**config.mk**
```make
export PLATFORM = sky130hd
export DESIGN_NAME = trng_sample_ctrl
export DESIGN_NICKNAME = d
export VERILOG_FILES = /design/src/rtl/trng_pkg.sv /design/src/rtl/trng_vn_debias.sv /design/src/rtl/trng_sample_ctrl.sv
export SDC_FILE = /design/constraint.sdc
export NUM_CORES = 1
export LEC_CHECK = 0
export CAP_MARGIN = 30
export CORE_MARGIN = 2
export CORE_UTILIZATION = 40
export CTS_BUF_LIST = sky130_fd_sc_hd__clkbuf_2
export CTS_CLUSTER_SIZE = 14
export DETAILED_ROUTE_END_ITERATION = 7
export PLACE_DENSITY_LB_ADDON = 0.3
export SLEW_MARGIN = 25
export SYNTH_ARGS = -nofsm -noshare
export SYNTH_HDL_FRONTEND = slang
export SYNTH_SLANG_ARGS = --single-unit
```
**constraint.sdc**
```tcl
create_clock -name clk -period 3.1 [get_ports clk]
set_input_delay 0.93 -clock clk [delete_from_list [all_inputs] [get_ports clk]]
set_output_delay 0.93 -clock clk [all_outputs]
set_load 0.02 [all_outputs]
```
**src/rtl/trng_pkg.sv**
```systemverilog
// Shared types and defaults for the TRNG sampling controller.
package trng_pkg;

  typedef enum logic [1:0] {
    IDLE   = 2'd0,
    ARM    = 2'd1,
    SAMPLE = 2'd2,
    HOLD   = 2'd3
  } state_t;

  localparam int unsigned DEF_SETTLE_CYC = 4;
  localparam int unsigned DEF_REP_LIMIT  = 32;
  localparam int unsigned BYTE_W         = 8;

endpackage

```
**src/rtl/trng_vn_debias.sv**
```systemverilog
// Von Neumann pair filter: of each sample pair (a,b), a!=b yields bit a, a==b yields nothing.
module trng_vn_debias (
  input  logic clk,
  input  logic rst_n,
  input  logic clr,
  input  logic samp_stb,
  input  logic samp_bit,
  output logic acc_stb,
  output logic acc_bit
);

  logic have_a;
  logic a_bit;

  // The first sample of a pair is parked; clr drops an unpaired half-sample.
  always_ff @(posedge clk or negedge rst_n) begin
    if (!rst_n) begin
      have_a <= 1'b0;
      a_bit  <= 1'b0;
    end else if (clr) begin
      have_a <= 1'b0;
    end else if (samp_stb) begin
      if (have_a) begin
        have_a <= 1'b0;
      end else begin
        have_a <= 1'b1;
        a_bit  <= samp_bit;
      end
    end
  end

  assign acc_stb = samp_stb & have_a & (a_bit ^ samp_bit) & ~clr;
  assign acc_bit = a_bit;

endmodule

```
**src/rtl/trng_sample_ctrl.sv**
```systemverilog
// Entropy-cell sampling FSM with byte assembly and repetition-count health check.
// Define TRNG_VN_DEBIAS_EN to insert the von Neumann pair filter between sampler and byte.
module trng_sample_ctrl
  import trng_pkg::*;
#(
  parameter int unsigned SETTLE_CYC = DEF_SETTLE_CYC,
  parameter int unsigned REP_LIMIT  = DEF_REP_LIMIT
) (
  input  logic              clk,
  input  logic              rst_n,
  input  logic              ena,
  input  logic              run,
  input  logic              ent_y,
  output logic [1:0]        en_samp_in,
  output logic              en_samp_out,
  output logic [BYTE_W-1:0] rnd_data,
  output logic              rnd_valid,
  input  logic              rnd_ready,
  output logic              hlth_fail
);

  localparam int unsigned REP_W = $clog2(REP_LIMIT + 1);
  localparam int unsigned CNT_W = $clog2(BYTE_W);
  localparam logic [7:0]       SETTLE_LOAD = 8'(SETTLE_CYC - 1);
  localparam logic [REP_W-1:0] REP_MAX     = REP_W'(REP_LIMIT);
  localparam logic [CNT_W-1:0] LAST_BIT    = CNT_W'(BYTE_W - 1);

  state_t              state_q, state_d;
  logic [1:0]          sync_q;
  logic [7:0]          settle_q;
  logic [CNT_W-1:0]    bit_cnt_q;
  logic [BYTE_W-1:0]   shift_q;
  logic [BYTE_W-1:0]   rnd_data_q;
  logic [REP_W-1:0]    rep_cnt_q;
  logic                rep_last_q;
  logic                hlth_fail_q;

  logic samp_raw, rep_hit, fail, go, samp_stb;
  logic acc_stb, acc_bit, byte_done;

  assign samp_raw  = sync_q[1];
  assign rep_hit   = (rep_cnt_q == REP_MAX);
  // The raw count is watched directly so the FSM stops the cycle the limit is hit,
  // one cycle before the sticky flag becomes visible.
  assign fail      = hlth_fail_q | rep_hit;
  assign go        = ena & run & ~fail;
  assign samp_stb  = (state_q == SAMPLE) & go;
  assign byte_done = acc_stb & (bit_cnt_q == LAST_BIT);

`ifdef TRNG_VN_DEBIAS_EN
  logic debias_clr;
  assign debias_clr = (state_q == IDLE);

  trng_vn_debias u_debias (
    .clk      (clk),
    .rst_n    (rst_n),
    .clr      (debias_clr),
    .samp_stb (samp_stb),
    .samp_bit (samp_raw),
    .acc_stb  (acc_stb),
    .acc_bit  (acc_bit)
  );
`else
  assign acc_stb = samp_stb;
  assign acc_bit = samp_raw;
`endif

  always_ff @(posedge clk or negedge rst_n) begin
    if (!rst_n) state_q <= IDLE;
    else        state_q <= state_d;
  end

  always_comb begin
    state_d     = state_q;
    en_samp_in  = 2'b00;
    en_samp_out = 1'b0;
    rnd_valid   = 1'b0;
    case (state_q)
      IDLE: begin
        if (go) state_d = ARM;
      end
      ARM: begin
        en_samp_in = 2'b11;
        if (!go)                 state_d = IDLE;
        else if (settle_q == '0) state_d = SAMPLE;
      end
      SAMPLE: begin
        en_samp_out = 1'b1;
        if (!go)            state_d = IDLE;
        else if (byte_done) state_d = HOLD;
        else                state_d = ARM;
      end
      HOLD: begin
        rnd_valid = 1'b1;
        if (rnd_ready) state_d = go ? ARM : IDLE;
      end
      default: state_d = IDLE;
    endcase
  end

  // Datapath: synchronizer, settle timer, repetition counter and MSB-first byte assembly.
  always_ff @(posedge clk or negedge rst_n) begin
    if (!rst_n) begin
      sync_q      <= 2'b00;
      settle_q    <= '0;
      bit_cnt_q   <= '0;
      shift_q     <= '0;
      rnd_data_q  <= '0;
      rep_cnt_q   <= '0;
      rep_last_q  <= 1'b0;
      hlth_fail_q <= 1'b0;
    end else begin
      sync_q      <= {sync_q[0], ent_y};
      hlth_fail_q <= hlth_fail_q | rep_hit;

      if (state_d == ARM && state_q != ARM)
        settle_q <= SETTLE_LOAD;
      else if (state_q == ARM && settle_q != '0)
        settle_q <= settle_q - 8'd1;

      if (samp_stb) begin
        rep_last_q <= samp_raw;
        if (rep_cnt_q == '0 || samp_raw != rep_last_q)
          rep_cnt_q <= REP_W'(1);
        else if (!rep_hit)
          rep_cnt_q <= rep_cnt_q + REP_W'(1);
      end

      if (state_d == IDLE) begin
        bit_cnt_q <= '0;
      end else if (acc_stb) begin
        shift_q <= {shift_q[BYTE_W-2:0], acc_bit};
        if (byte_done) begin
          bit_cnt_q  <= '0;
          rnd_data_q <= {shift_q[BYTE_W-2:0], acc_bit};
        end else begin
          bit_cnt_q <= bit_cnt_q + CNT_W'(1);
        end
      end
    end
  end

  assign rnd_data  = rnd_data_q;
  assign hlth_fail = hlth_fail_q;

endmodule

```
# After elaboration in Yosys (flattened, before gate mapping)
# Index checks and enable logic that the tools add are counted.
[totals] reg_bits=38 latch_bits=0 mem_bits_rw=0 romBits=0 input_bits=6 out_inout_bits=13 word_cells=59 n_memories=0
[op_classes] n_addsub=3 n_mul=0 div_mod_pow=0 magnitude_cmp=0 n_eq_ne=9 n_shift=0 muxes=18 bitwise_logic=7 reduce_logical=13
[op_table] op="$mux 8" n=2
[op_table] op="$mux 2" n=7
[op_table] op="$mux 6" n=2
[op_table] op="$mux 3" n=3
[op_table] op="$logic_not 8->1" n=1
[op_table] op="$pmux 2 s4" n=1
[op_table] op="$reduce_bool 8->1" n=1
[op_table] op="$sub 8x1->8 const B" n=1
[op_table] op="$add 6x1->6 const B" n=1
[op_table] op="$eq 6x6->1 const B" n=1
[op_table] op="$logic_not 6->1" n=1
[op_table] op="$and 1x1->1" n=4
[op_table] op="$eq 2x1->1 const B" n=2
[op_table] op="$eq 2x2->1 const B" n=2
[op_table] op="$logic_not 2->1" n=2
[op_table] op="$ne 2x1->1 const B" n=2
[op_table] op="$reduce_and 2->1" n=2
[op_table] op="$reduce_bool 2->1" n=2
[op_table] op="$add 3x1->3 const B" n=1
[op_table] op="$eq 3x3->1 const B" n=1
[op_table] op="$mux 1" n=3
[op_table] op="$reduce_and 3->1" n=1
[op_table] op="$logic_and 1x1->1" n=2
[op_table] op="$not 1->1" n=2
[op_table] op="other kinds (3)" n=3

# Longest topological paths before layout
[depth] ltp_word=12 mapped_depth=7 depth_no_buf=6

# Worst setup path after synthesis
# No wires, ideal clock.
[synth_path] path_kind="input to register" start="input run" end="register settle_q[1]" setup_ns=0.066 t_arrival_ns=1.989 t_required_ns=3.034 path_slack_ns=1.045 stages=4 n_path_buf=0 cell_sequence="and3b_1 o21ai_0 a221oi_1 or2_2"
[synth_between] elab_chain_len=10 elab_cells_between_ends=15 classes_between="eq/ne: 1; mux: 8; bitwise: 4; reduce/logical: 2"
[synth_lines] element="start: declaration" line="trng_sample_ctrl.sv:12" rtl="input logic run,"
[synth_lines] element="$and 1x1->1 * (2 in series)" line="trng_sample_ctrl.sv:46" rtl="assign go = ena & run & ~fail;"
[synth_lines] element="$and 1x1->1" line="trng_sample_ctrl.sv:47" rtl="assign samp_stb = (state_q == SAMPLE) & go;"
[synth_lines] element="$and 1x1->1" line="trng_sample_ctrl.sv:48" rtl="assign byte_done = acc_stb & (bit_cnt_q == LAST_BIT);"
[synth_lines] element="$mux 2" line="trng_sample_ctrl.sv:90" rtl="else if (byte_done) state_d = HOLD;"
[synth_lines] element="$mux 2" line="trng_sample_ctrl.sv:89" rtl="if (!go) state_d = IDLE;"
[synth_lines] element="$pmux 2 s4 *" line="trng_sample_ctrl.sv:78" rtl="case (state_q)"
[synth_lines] element="$eq 2x1->1 *" line="trng_sample_ctrl.sv:116" rtl="if (state_d == ARM && state_q != ARM)"
[synth_lines] element="$logic_and 1x1->1 *" line="trng_sample_ctrl.sv:116"
[synth_lines] element="$mux 8 or $reduce_bool 2->1 (tied branches)"
[synth_lines] element="end signal: assignment" line="trng_sample_ctrl.sv:119" rtl="settle_q <= settle_q - 8'd1;"
[synth_lines] element="end: declaration" line="trng_sample_ctrl.sv:30" rtl="logic [7:0] settle_q;"
# Every way passes the cells marked *; elsewhere a longest branch is shown, timed or not.
# A chain may end at the register's enable or synchronous reset.

# Final worst setup path
[layout_path] start="register state_q[1]" end="output en_samp_out"
[layout_between] elab_chain_len=2
[layout_lines] element="start: declaration" line="trng_sample_ctrl.sv:28" rtl="state_t state_q, state_d;"
[layout_lines] element="start signal: assignment" line="trng_sample_ctrl.sv:70" rtl="else state_q <= state_d;"
[layout_lines] element="$eq 2x2->1" line="trng_sample_ctrl.sv:78"
[layout_lines] element="$mux 1" line="trng_sample_ctrl.sv:78"
[layout_lines] element="end: declaration" line="trng_sample_ctrl.sv:15" rtl="output logic en_samp_out,"
# Every way passes these cells.

==> impl_metrics.tcl <==
set metrics [dict create \
    drtIter0Drc 37 \
    postLayoutCellArea_um2 2135 \
    clock-sinks 38 \
    clk_latency_ps 410 \
    slew-limit-headroom 0.4469 \
    period_minus_slack_ps 2907 \
    cts.hold.buffers_added 0 \
    netlist_instances 173 \
    clockBufferDepth 2 \
    initial_utilization 0.4181 \
    port_buffers 18 \
    ys_ff_latch 38 \
    cts_buffers 5 \
    dp.cells 238 \
    timing.final.max_slew_violations 0 \
    first_pass_iters 4 \
    cap_violations 0 \
    min-delay-path-class "flip-flop to flip-flop" \
    leakage_nw 1.002 \
    ys_seq_area_frac 0.5188 \
    die_w_um 71.70 \
    clk_pin_slew_worst_paths_ps 200 \
    cp-end-kind "output port" \
    async_reset_ff_frac 1.000 \
    wl_um 3437 \
    synth_top_area_cell "dfrtp_1" \
    outcome "finished clean" \
    syn2layout_area_growth_pct 16.45 \
    post_cts_buffers 0 \
    h-tree-depth 2 \
    setup_tns_ps 0 \
    cts-root-buf "clkbuf_2" \
    synth_ff_type "dfrtp_1" \
    critPathLaunchType "flip-flop" \
    synthesis.nets 184 \
    synth_top_area_frac 0.5188 \
    place_area_um2 2046 \
    antenna_found_initial 0 \
    critPathKind "flip-flop to output port" \
    rsz0062_at_grt "false" \
    yosysMostFrequentCell "dfrtp_1" \
    synth_edf_count 0 \
    grt_pass1_vias 1289 \
    cp_max_fo 5 \
    post-route-drc-count 0 \
    die-area_um2 5140 \
    powerDensity_nw_per_um2 521.3 \
    ctsResizeCount 0 \
    grt_max_degree 39 \
    num_antenna_cells 0 \
    dp_hpwl_um 2387 \
    final.period_utilization 0.9376 \
    whs_ps 376.9 \
    syn_area_um2 1833 \
    viasPerCell 5.459 \
    synthTopCellsByArea "dfrtp_1, nand2_1, mux2_4, a21oi_1, ha_1" \
    grt_usage 0.1439 \
    drtAntennaViolNets 0 \
    grt_first_pass_wirelength_um 5727 \
    tightest_slew_ps 829.6 \
    fin_skew_ps 18.09 \
    worstPathArrival_ps 1980 \
    fillers 404 \
    cts_tree "yes" \
    irDropWorstVdd_mv 0.2563 \
    synthTopCellsByCount "dfrtp_1, nand2_1, a21oi_1" \
    via_count 1343 \
    fp.dieH_um 71.70 \
    hold_violations 0 \
    nets 204 \
    layout.cells.non_filler 246 \
    yosys_warnings 0 \
    avgRoutedWirePerCell_um 13.97 \
    setup_violations 0 \
    num_rows 24 \
    syn_area_per_cell_um2 10.60 \
    synth_cell_types 44 \
    core_um2 4384 \
    grt_overflow_total 0 \
    final_layout_size_suffix_gt1_frac 0.1186 \
    required_ps 2170 \
    gp_congestion 0.8110 \
    io_pins 19 \
    fmax_mhz 344.0 \
]
## area by class of cell
| class | count | area (um^2) | area share |
|---|---|---|---|
| multi-input cells | 121 | 817.0 | 0.3828 |
| inverters | 8 | 30.03 | 0.01407 |
| clock buffers | 5 | 25.02 | 0.01172 |
| well taps | 52 | 65.06 | 0.03048 |
| flip-flops and latches | 38 | 950.9 | 0.4455 |
| clock inverters | 3 | 63.81 | 0.02989 |
| repair buffers | 19 | 182.7 | 0.08558 |
## metal layers
| metal | up-vias | share of wire | track usage |
|---|---|---|---|
| li1 | 650 | - | - |
| met1 | 659 | 0.46 | 0.1757 |
| met2 | 25 | 0.48 | 0.2274 |
| met3 | 9 | 0.040 | 0.04782 |
| met4 | 0 | 0.020 | 0.07338 |
| met5 | - | 0 | 0 |
## kinds of logic (layout without fill, tap and decap cells)
| kind of cell | count (synthesis) | in the layout | synth area share |
|---|---|---|---|
| and+or+nand+nor | 67 | 67 | 0.1877 |
| DFF | 38 | 38 | 0.5188 |
| AOI/OAI and AO/OA | 36 | 36 | 0.1338 |
| buffers and inverters | 14 | 35 | 0.03549 |
| muxes | 9 | 9 | 0.07099 |
| adders and majority gates | 5 | 5 | 0.03413 |
| xor gates and xnor gates | 4 | 4 | 0.01912 |
## sequential cells by signal, summed over array words and instances, names as in the netlist
name and flops:
sync_q 2, hlth_fail 1, shift_q 7, rnd_data 8
rep_cnt_q 6, state_q 2, rep_last_q 1, settle_q 8
bit_cnt_q 3
## critical path, stage by stage, from the launching register on
cell and delay, ps:
dfrtp_1 450, nor2b_1 440, clkdlybuf4s50_1 700
## power by group
group / internal [W] / leakage [nW] / switching (W)
Sequential: 0.000528 / 0.512 / 0.0000375
Clock: 0.000215 / 0.0506 / 0.000167
Combinational: 0.0000712 / 0.440 / 0.0000936
Total: 0.000814 / 1.00 / 0.000298
## worst paths after layout
check / from / slack (ps) / end / cells after the start
max: state_q[1] / 190 / en_samp_out / 2
min: sync_q[0] / 380 / sync_q[1] / 0
max reg2reg: rep_cnt_q[0] / 760 / rep_cnt_q[2] / 6
min reg2reg: sync_q[0] / 380 / sync_q[1] / 0
max in group asynchronous: rst_n / 1980 / shift_q[4] / 1
min in group asynchronous: rst_n / 590 / shift_q[2] / 1
## placed cells by master, fill, tap and decap left out, drive strengths merged, types with 5 or more instances in the layout
master and n:
a21oi 13, clkbuf 5, clkdlybuf4s50 17, dfrtp 38, ha 5, inv 8
mux2 8, nand2 33, nor2 6, o21ai 8
## per-stage QoR
| stage | total power, W | util | setup WS [ps] |
|---|---|---|---|
| final | 0.001113 | 0.4869 | 193.4 |
| after global placement | 0.0007315 | 0.4666 | 527.3 |
| after floorplan | 0.0006899 | - | 1045 |
| after detailed placement | 0.0007404 | 0.4666 | 464.8 |
| after CTS | 0.001126 | 0.4869 | 175.0 |
| after global routing | 0.001175 | 0.4869 | 101.4 |
Power figures use the tool's default switching activity.
